File: config.mk
export PLATFORM = sky130hd
export DESIGN_NAME = video_timing_gen_flat
export DESIGN_NICKNAME = d
export VERILOG_FILES = /design/src/rtl/video_timing_gen_if.sv /design/src/rtl/video_timing_gen.sv /design/src/flat_wrapper.sv
export SDC_FILE = /design/constraint.sdc
export NUM_CORES = 1
export LEC_CHECK = 0
export CORE_MARGIN = 2
export CORE_UTILIZATION = 49
export DETAILED_ROUTE_END_ITERATION = 12
export GPL_TIMING_DRIVEN = 0
export MAX_ROUTING_LAYER = met4
export PLACE_DENSITY = 0.82
export RECOVER_POWER = 25
export SLEW_MARGIN = 0
export SYNTH_ARGS = -nofsm -noshare
export SYNTH_HDL_FRONTEND = slang
export SYNTH_SLANG_ARGS = --single-unit
File: constraint.sdc
create_clock -name clk_vid -period 3.4 [get_ports clk_vid]
set_clock_uncertainty 0.2 [all_clocks]
set_input_delay 1.02 -clock clk_vid [delete_from_list [all_inputs] [get_ports clk_vid]]
set_output_delay 1.02 -clock clk_vid [all_outputs]
set_load 0.03 [all_outputs]
File: src/rtl/video_timing_gen_if.sv
// Native-rate video bus between the timing generator, its pixel source and the scandoubler.
// The master side is the timing generator; the slave side supplies pixels and consumes video.
interface video_timing_gen_if #(
  parameter int HALF_DEPTH = 0
);
  localparam int DWIDTH = HALF_DEPTH ? 3 : 5;

  logic [3*(DWIDTH+1)-1:0] pix_rgb_in;
  logic                    pix_req;
  logic [9:0]              pix_x;
  logic [9:0]              pix_y;
  logic                    ce_pix;
  logic                    hs_out;
  logic                    vs_out;
  logic                    hb_out;
  logic                    vb_out;
  logic [DWIDTH:0]         r_out;
  logic [DWIDTH:0]         g_out;
  logic [DWIDTH:0]         b_out;
  logic                    frame_start;

  modport master (
    input  pix_rgb_in,
    output pix_req, pix_x, pix_y, ce_pix, hs_out, vs_out, hb_out, vb_out,
           r_out, g_out, b_out, frame_start
  );

  modport slave (
    output pix_rgb_in,
    input  pix_req, pix_x, pix_y, ce_pix, hs_out, vs_out, hb_out, vb_out,
           r_out, g_out, b_out, frame_start
  );
endinterface

File: src/rtl/video_timing_gen.sv
// 15 kHz-class video timing generator: pixel strobe, sync/blank, coordinates and black-forced RGB,
// all registered and aligned so a downstream scandoubler can measure timing straight off the pins.
module video_timing_gen #(
  parameter int CE_DIV     = 4,
  parameter int H_ACTIVE   = 320,
  parameter int H_FP       = 16,
  parameter int H_SYNC     = 32,
  parameter int H_BP       = 48,
  parameter int V_ACTIVE   = 240,
  parameter int V_FP       = 3,
  parameter int V_SYNC     = 3,
  parameter int V_BP       = 16,
  parameter int HALF_DEPTH = 0
) (
  input  logic               clk_vid,
  input  logic               reset,
  input  logic               enable,
  video_timing_gen_if.master vid
);
  localparam int DWIDTH  = HALF_DEPTH ? 3 : 5;
  localparam int CW      = DWIDTH + 1;
  localparam int H_TOTAL = H_ACTIVE + H_FP + H_SYNC + H_BP;
  localparam int V_TOTAL = V_ACTIVE + V_FP + V_SYNC + V_BP;

  localparam logic [7:0] DIV_LAST = 8'(CE_DIV - 1);
  localparam logic [9:0] H_LAST   = 10'(H_TOTAL - 1);
  localparam logic [9:0] V_LAST   = 10'(V_TOTAL - 1);
  localparam logic [9:0] H_ACT    = 10'(H_ACTIVE);
  localparam logic [9:0] HS_START = 10'(H_ACTIVE + H_FP);
  localparam logic [9:0] HS_END   = 10'(H_ACTIVE + H_FP + H_SYNC);
  localparam logic [9:0] V_ACT    = 10'(V_ACTIVE);
  localparam logic [9:0] VS_START = 10'(V_ACTIVE + V_FP);
  localparam logic [9:0] VS_END   = 10'(V_ACTIVE + V_FP + V_SYNC);

  logic [7:0] div;
  logic [9:0] hcnt;
  logic [9:0] vcnt;
  logic [9:0] hcnt_next;
  logic [9:0] vcnt_next;
  logic       tick;
  logic       active_now;
  logic       active_next;

  assign tick        = enable && (div == DIV_LAST);
  assign active_now  = (hcnt < H_ACT) && (vcnt < V_ACT);
  assign active_next = (hcnt_next < H_ACT) && (vcnt_next < V_ACT);
  assign vid.pix_x   = hcnt;
  assign vid.pix_y   = vcnt;

  always_comb begin
    hcnt_next = hcnt + 10'd1;
    vcnt_next = vcnt;
    if (hcnt == H_LAST) begin
      hcnt_next = '0;
      vcnt_next = (vcnt == V_LAST) ? '0 : vcnt + 10'd1;
    end
  end

  // Divider runs only while enabled, so a pause resumes mid-pixel without dropping one.
  always_ff @(posedge clk_vid or posedge reset) begin
    if (reset) begin
      div  <= '0;
      hcnt <= '0;
      vcnt <= '0;
    end else begin
      if (enable) begin
        div <= (div == DIV_LAST) ? '0 : div + 8'd1;
      end
      if (tick) begin
        hcnt <= hcnt_next;
        vcnt <= vcnt_next;
      end
    end
  end

  // Outputs load the decode of the position being left, in the same edge the counters advance.
  always_ff @(posedge clk_vid or posedge reset) begin
    if (reset) begin
      vid.ce_pix      <= 1'b0;
      vid.frame_start <= 1'b0;
      vid.hs_out      <= 1'b0;
      vid.vs_out      <= 1'b0;
      vid.hb_out      <= 1'b1;
      vid.vb_out      <= 1'b1;
      vid.pix_req     <= 1'b1;
      vid.r_out       <= '0;
      vid.g_out       <= '0;
      vid.b_out       <= '0;
    end else begin
      vid.ce_pix      <= tick;
      vid.frame_start <= tick && (hcnt == '0) && (vcnt == '0);
      if (tick) begin
        vid.hb_out  <= hcnt >= H_ACT;
        vid.hs_out  <= (hcnt >= HS_START) && (hcnt < HS_END);
        vid.vb_out  <= vcnt >= V_ACT;
        vid.vs_out  <= (vcnt >= VS_START) && (vcnt < VS_END);
        vid.pix_req <= active_next;
        if (active_now) begin
          vid.r_out <= vid.pix_rgb_in[CW-1:0];
          vid.g_out <= vid.pix_rgb_in[2*CW-1:CW];
          vid.b_out <= vid.pix_rgb_in[3*CW-1:2*CW];
        end else begin
          vid.r_out <= '0;
          vid.g_out <= '0;
          vid.b_out <= '0;
        end
      end
    end
  end
endmodule

File: src/flat_wrapper.sv
// flat-port wrapper written by rule: the top's interface ports become plain ports
module video_timing_gen_flat 
#(
  parameter int CE_DIV     = 4,
  parameter int H_ACTIVE   = 320,
  parameter int H_FP       = 16,
  parameter int H_SYNC     = 32,
  parameter int H_BP       = 48,
  parameter int V_ACTIVE   = 240,
  parameter int V_FP       = 3,
  parameter int V_SYNC     = 3,
  parameter int V_BP       = 16,
  parameter int HALF_DEPTH = 0
)
  (clk_vid, reset, enable, vid_pix_rgb_in, vid_pix_req, vid_pix_x, vid_pix_y, vid_ce_pix, vid_hs_out, vid_vs_out, vid_hb_out, vid_vb_out, vid_r_out, vid_g_out, vid_b_out, vid_frame_start);
  video_timing_gen_if #(.HALF_DEPTH(HALF_DEPTH)) vid_i ();
  input  logic clk_vid;
  input  logic reset;
  input  logic enable;
  input wire logic [$bits(vid_i.pix_rgb_in)-1:0] vid_pix_rgb_in;
  output wire logic [$bits(vid_i.pix_req)-1:0] vid_pix_req;
  output wire logic [$bits(vid_i.pix_x)-1:0] vid_pix_x;
  output wire logic [$bits(vid_i.pix_y)-1:0] vid_pix_y;
  output wire logic [$bits(vid_i.ce_pix)-1:0] vid_ce_pix;
  output wire logic [$bits(vid_i.hs_out)-1:0] vid_hs_out;
  output wire logic [$bits(vid_i.vs_out)-1:0] vid_vs_out;
  output wire logic [$bits(vid_i.hb_out)-1:0] vid_hb_out;
  output wire logic [$bits(vid_i.vb_out)-1:0] vid_vb_out;
  output wire logic [$bits(vid_i.r_out)-1:0] vid_r_out;
  output wire logic [$bits(vid_i.g_out)-1:0] vid_g_out;
  output wire logic [$bits(vid_i.b_out)-1:0] vid_b_out;
  output wire logic [$bits(vid_i.frame_start)-1:0] vid_frame_start;
  assign vid_i.pix_rgb_in = vid_pix_rgb_in;
  assign vid_pix_req = vid_i.pix_req;
  assign vid_pix_x = vid_i.pix_x;
  assign vid_pix_y = vid_i.pix_y;
  assign vid_ce_pix = vid_i.ce_pix;
  assign vid_hs_out = vid_i.hs_out;
  assign vid_vs_out = vid_i.vs_out;
  assign vid_hb_out = vid_i.hb_out;
  assign vid_vb_out = vid_i.vb_out;
  assign vid_r_out = vid_i.r_out;
  assign vid_g_out = vid_i.g_out;
  assign vid_b_out = vid_i.b_out;
  assign vid_frame_start = vid_i.frame_start;
  video_timing_gen #(.CE_DIV(CE_DIV), .H_ACTIVE(H_ACTIVE), .H_FP(H_FP), .H_SYNC(H_SYNC), .H_BP(H_BP), .V_ACTIVE(V_ACTIVE), .V_FP(V_FP), .V_SYNC(V_SYNC), .V_BP(V_BP), .HALF_DEPTH(HALF_DEPTH)) u_core (.clk_vid(clk_vid), .reset(reset), .enable(enable), .vid(vid_i));
endmodule
==> run metrics <==
Critical Path Start Type flip-flop; row cnt 26; register area between 0.001 and 0.0015 mm^2; worst vdd ir 0.347 mV; leakage 1.40 nW; initial antenna violation count 0; Worst Path Arrival 3.22 ns; Die Wd 76.4 um; Crit Path Max Fanout 9; CTS buffer count 5; clock latency on the worst-skew pair 0.31 ns; CTS tree yes; DRC errors left 0; DR WL/cell 14.7 um; area delta synth->final 32.7%; global route overflow 0; n_diodes 0; post-synthesis area per instance slightly above 10 um^2; GPL Wtd Cong 0.940; Mapped Area around 0.0026 mm^2; Post-Route WL 5.88 mm; hold_buf cts 0; post-DP HPWL 4.29 mm; critical path class flip-flop to flip-flop; largest net degree at the start of global routing 29; register bit total from synthesis between 50 and 60; vias in the first global route 2031; # IOs 66; DIE HEIGHT 76.4 um; Slew Limit Headroom approximately 35%; Worst Max-Slew Pin Slew 0.980 ns; slowest CP cell nor3b_1; clk buf depth 2; gr usage total 21.4%; Starting DRT DRC Count 160; H-tree levels 2; slowest stage delay, CP roughly 0.75 ns; sequential fraction of the synthesis area 51.8%; max_cap viols 0; vias around 2200; Fill cells 419; CP bufs+invs 1; post-route ant nets 0; post-layout minimum cycle time 3.18 ns; final setup vio count 0; period utilization roughly 94%; Core Footprint around 0.0051 mm^2; Final Max Tran Viols 0; Root Buffer clkbuf_8; f_max 314 MHz; share of cells above drive strength 1 5.47%; Cell variety after synth 40; Pwr Density 671 mW/mm^2; Hold/Removal Path Class flip-flop to flip-flop; Die ar. 0.00583 mm^2; Non-Filler Instances 399; Inst Count DP 390; Worst EP required approximately 3.4 ns; Starting Density 50.6%; status finished, final reports clean; footprint of the multi-input gates 0.00114 mm^2; CTS clk-pin slew, worst paths approximately 0.10 ns; Detailed Routing Iterations Pass 1 5; Ys Warns 0; hold slack final 0.267 ns; via/cell ratio 5.59; RSZ-0062 raised after global routing false; final core utilization 67.1%; global-route wire length before repair 9.87 mm; Nets ~360; clock sink count 53; CP Capture Type flip-flop; Post-Syn Instances 254; syn_nets 281; Fin. Hold Viols 0; IO buf count 65; worst path cell trace clkbuf_1 -> nor4b_1 -> nor3b_1 -> nand2_1 -> nor4_1 -> xor2_1; Worst path top cell family by delay simple AND/OR/NAND/NOR gates
-- per-stage QoR --
| step | setup TNS (ns) | setup slack, ns | instance area, um^2 | total power, mW |
|---|---|---|---|---|
| 6_report | 0 | 0.219 | 3410 | 2.29 |
| 3_3_place_gp | -7.55 | -0.350 | 3310 | 1.90 |
| 4_1_cts | 0 | 0.0269 | 3430 | 2.31 |
| 2_1_floorplan | 0 | 0.499 | 2570 | 1.54 |
| 3_5_place_dp | -6.23 | -0.400 | 3330 | 1.93 |
| 5_1_grt | 0 | 0.0491 | 3410 | 2.41 |
-- path summary, 6_finish.rpt --
path                                                  from                         endpoint  slack (ns)  cells past startpoint
setup / recovery           u_core.vid.pix_x[4]$_DFFE_PP0P_  u_core.vid.pix_y[9]$_DFFE_PP0P_        0.22                      6
hold / removal               u_core.vid.hb_out$_DFFE_PP1P_    u_core.vid.hb_out$_DFFE_PP1P_        0.27                      2
setup reg to reg           u_core.vid.pix_x[4]$_DFFE_PP0P_  u_core.vid.pix_y[9]$_DFFE_PP0P_        0.22                      6
hold reg to reg              u_core.vid.hb_out$_DFFE_PP1P_    u_core.vid.hb_out$_DFFE_PP1P_        0.27                      2
max in group asynchronous                            reset  u_core.vid.pix_y[1]$_DFFE_PP0P_        0.67                      3
min in group asynchronous                            reset  u_core.vid.r_out[2]$_DFFE_PP0P_        1.17                      2
-- state kept, by name (all words and copies together) (netlist names), 6 cells and up --
register	count
u_core.vid.g_out	6
u_core.vid.pix_x	10
u_core.vid.b_out	6
u_core.vid.r_out	6
u_core.vid.pix_y	10
u_core.div	8
-- per-layer routing --
layer  global-route usage [%]  share of wire (%)
met5                        -                  0
met4                     5.45               0.71
met3                     3.32                5.6
met2                     32.6                 47
met1                     30.3                 47
-- worst min-delay path, stage by stage (launching register included) --
cell and delay, ns:
dfstp_2 0.38, nand2_1 0.05, nand2_1 0.05
-- kinds of logic after synthesis --
kind of cell	after synthesis	share of synthesized area [%]
simple gates	93	18.8
xor+xnor	18	6.14
buf+inv	23	3.70
flops	53	51.8
mux	1	0.439
fa+ha+maj	6	2.92
compound gates	60	16.2
-- repair_timing --
action                     4_1_cts  5_1_grt
setup endpoints to repair       10       17
pin swaps                        1        0
gates resized for setup          0        1
setup buffers                    1        0
-- synth_stat cells --
library cell / n / area (um^2)
a211oi_1: 2 / 15.0
a21boi_0: 1 / 7.51
a21o_1: 1 / 7.51
a21oi_1: 4 / 20.0
a22o_1: 20 / 175
a22oi_1: 1 / 7.51
a31oi_1: 1 / 6.26
a41o_1: 1 / 10.0
and2_1: 1 / 6.26
and3_1: 3 / 18.8
buf_1: 1 / 3.75
buf_2: 1 / 5.00
buf_6: 1 / 11.3
clkbuf_1: 12 / 45.0
clkinv_1: 1 / 3.75
dfrtp_1: 50 / 1250
dfstp_2: 3 / 78.8
ha_1: 6 / 75.1
inv_1: 7 / 26.3
mux2_2: 1 / 11.3
nand2_1: 25 / 93.8
nand2b_1: 1 / 6.26
nand3_1: 19 / 95.1
nand4_1: 8 / 50.1
nor2_1: 14 / 52.6
nor3_1: 6 / 30.0
nor3_4: 1 / 16.3
nor3b_1: 3 / 22.5
nor4_1: 5 / 31.3
nor4b_1: 3 / 26.3
o2111ai_1: 1 / 8.76
o211ai_1: 1 / 7.51
o21a_1: 2 / 15.0
o21ai_0: 22 / 110
o31ai_1: 1 / 7.51
o41ai_1: 2 / 17.5
or4_1: 3 / 22.5
or4_4: 1 / 11.3
xnor2_1: 11 / 96.3
xor2_1: 7 / 61.3
-- placed cells by master, fill, tap and decap left out, drive strengths merged --
cell           synthesis  routed
clkdlybuf4s50          0      63
dfrtp                 50      50
nand2                 25      25
o21ai                 22      22
a22o                  20      20
nand3                 19      19
clkbuf                12      19
nor2                  14      14
xnor2                 11      11
nand4                  8       8
inv                    7       8
xor2                   7       7
nor3                   7       7
ha                     6       6
nor4                   5       5
a21oi                  4       4
or4                    4       4
buf                    3       4
nor4b                  3       3
nor3b                  3       3
and3                   3       3
dfstp                  3       3
clkinv                 1       3
o21a                   2       2
a211oi                 2       2
o41ai                  2       2
mux2                   1       1
and2                   1       1
o31ai                  1       1
a21o                   1       1
a31oi                  1       1
a41o                   1       1
o211ai                 1       1
a22oi                  1       1
o2111ai                1       1
nand2b                 1       1
a21boi                 1       1
dlygate4sd3            0       1
-- area by class of cell --
cell class                      count  share of cell area (%)
Inverter                            8                   0.881
Timing Repair Buffer               67                    19.3
Tap cell                           70                    2.57
Clock buffer                        5                    2.02
Clock inverter                      3                   0.771
Buffer                             15                    1.91
Sequential cell                    53                    39.0
Multi-Input combinational cell    178                    33.5
-- power by group --
group	internal, mW	switching (mW)
clock network	0.150	0.219
logic	0.443	0.529
registers	0.812	0.135
total	1.40	0.883
(Power assumes the default switching activity.)
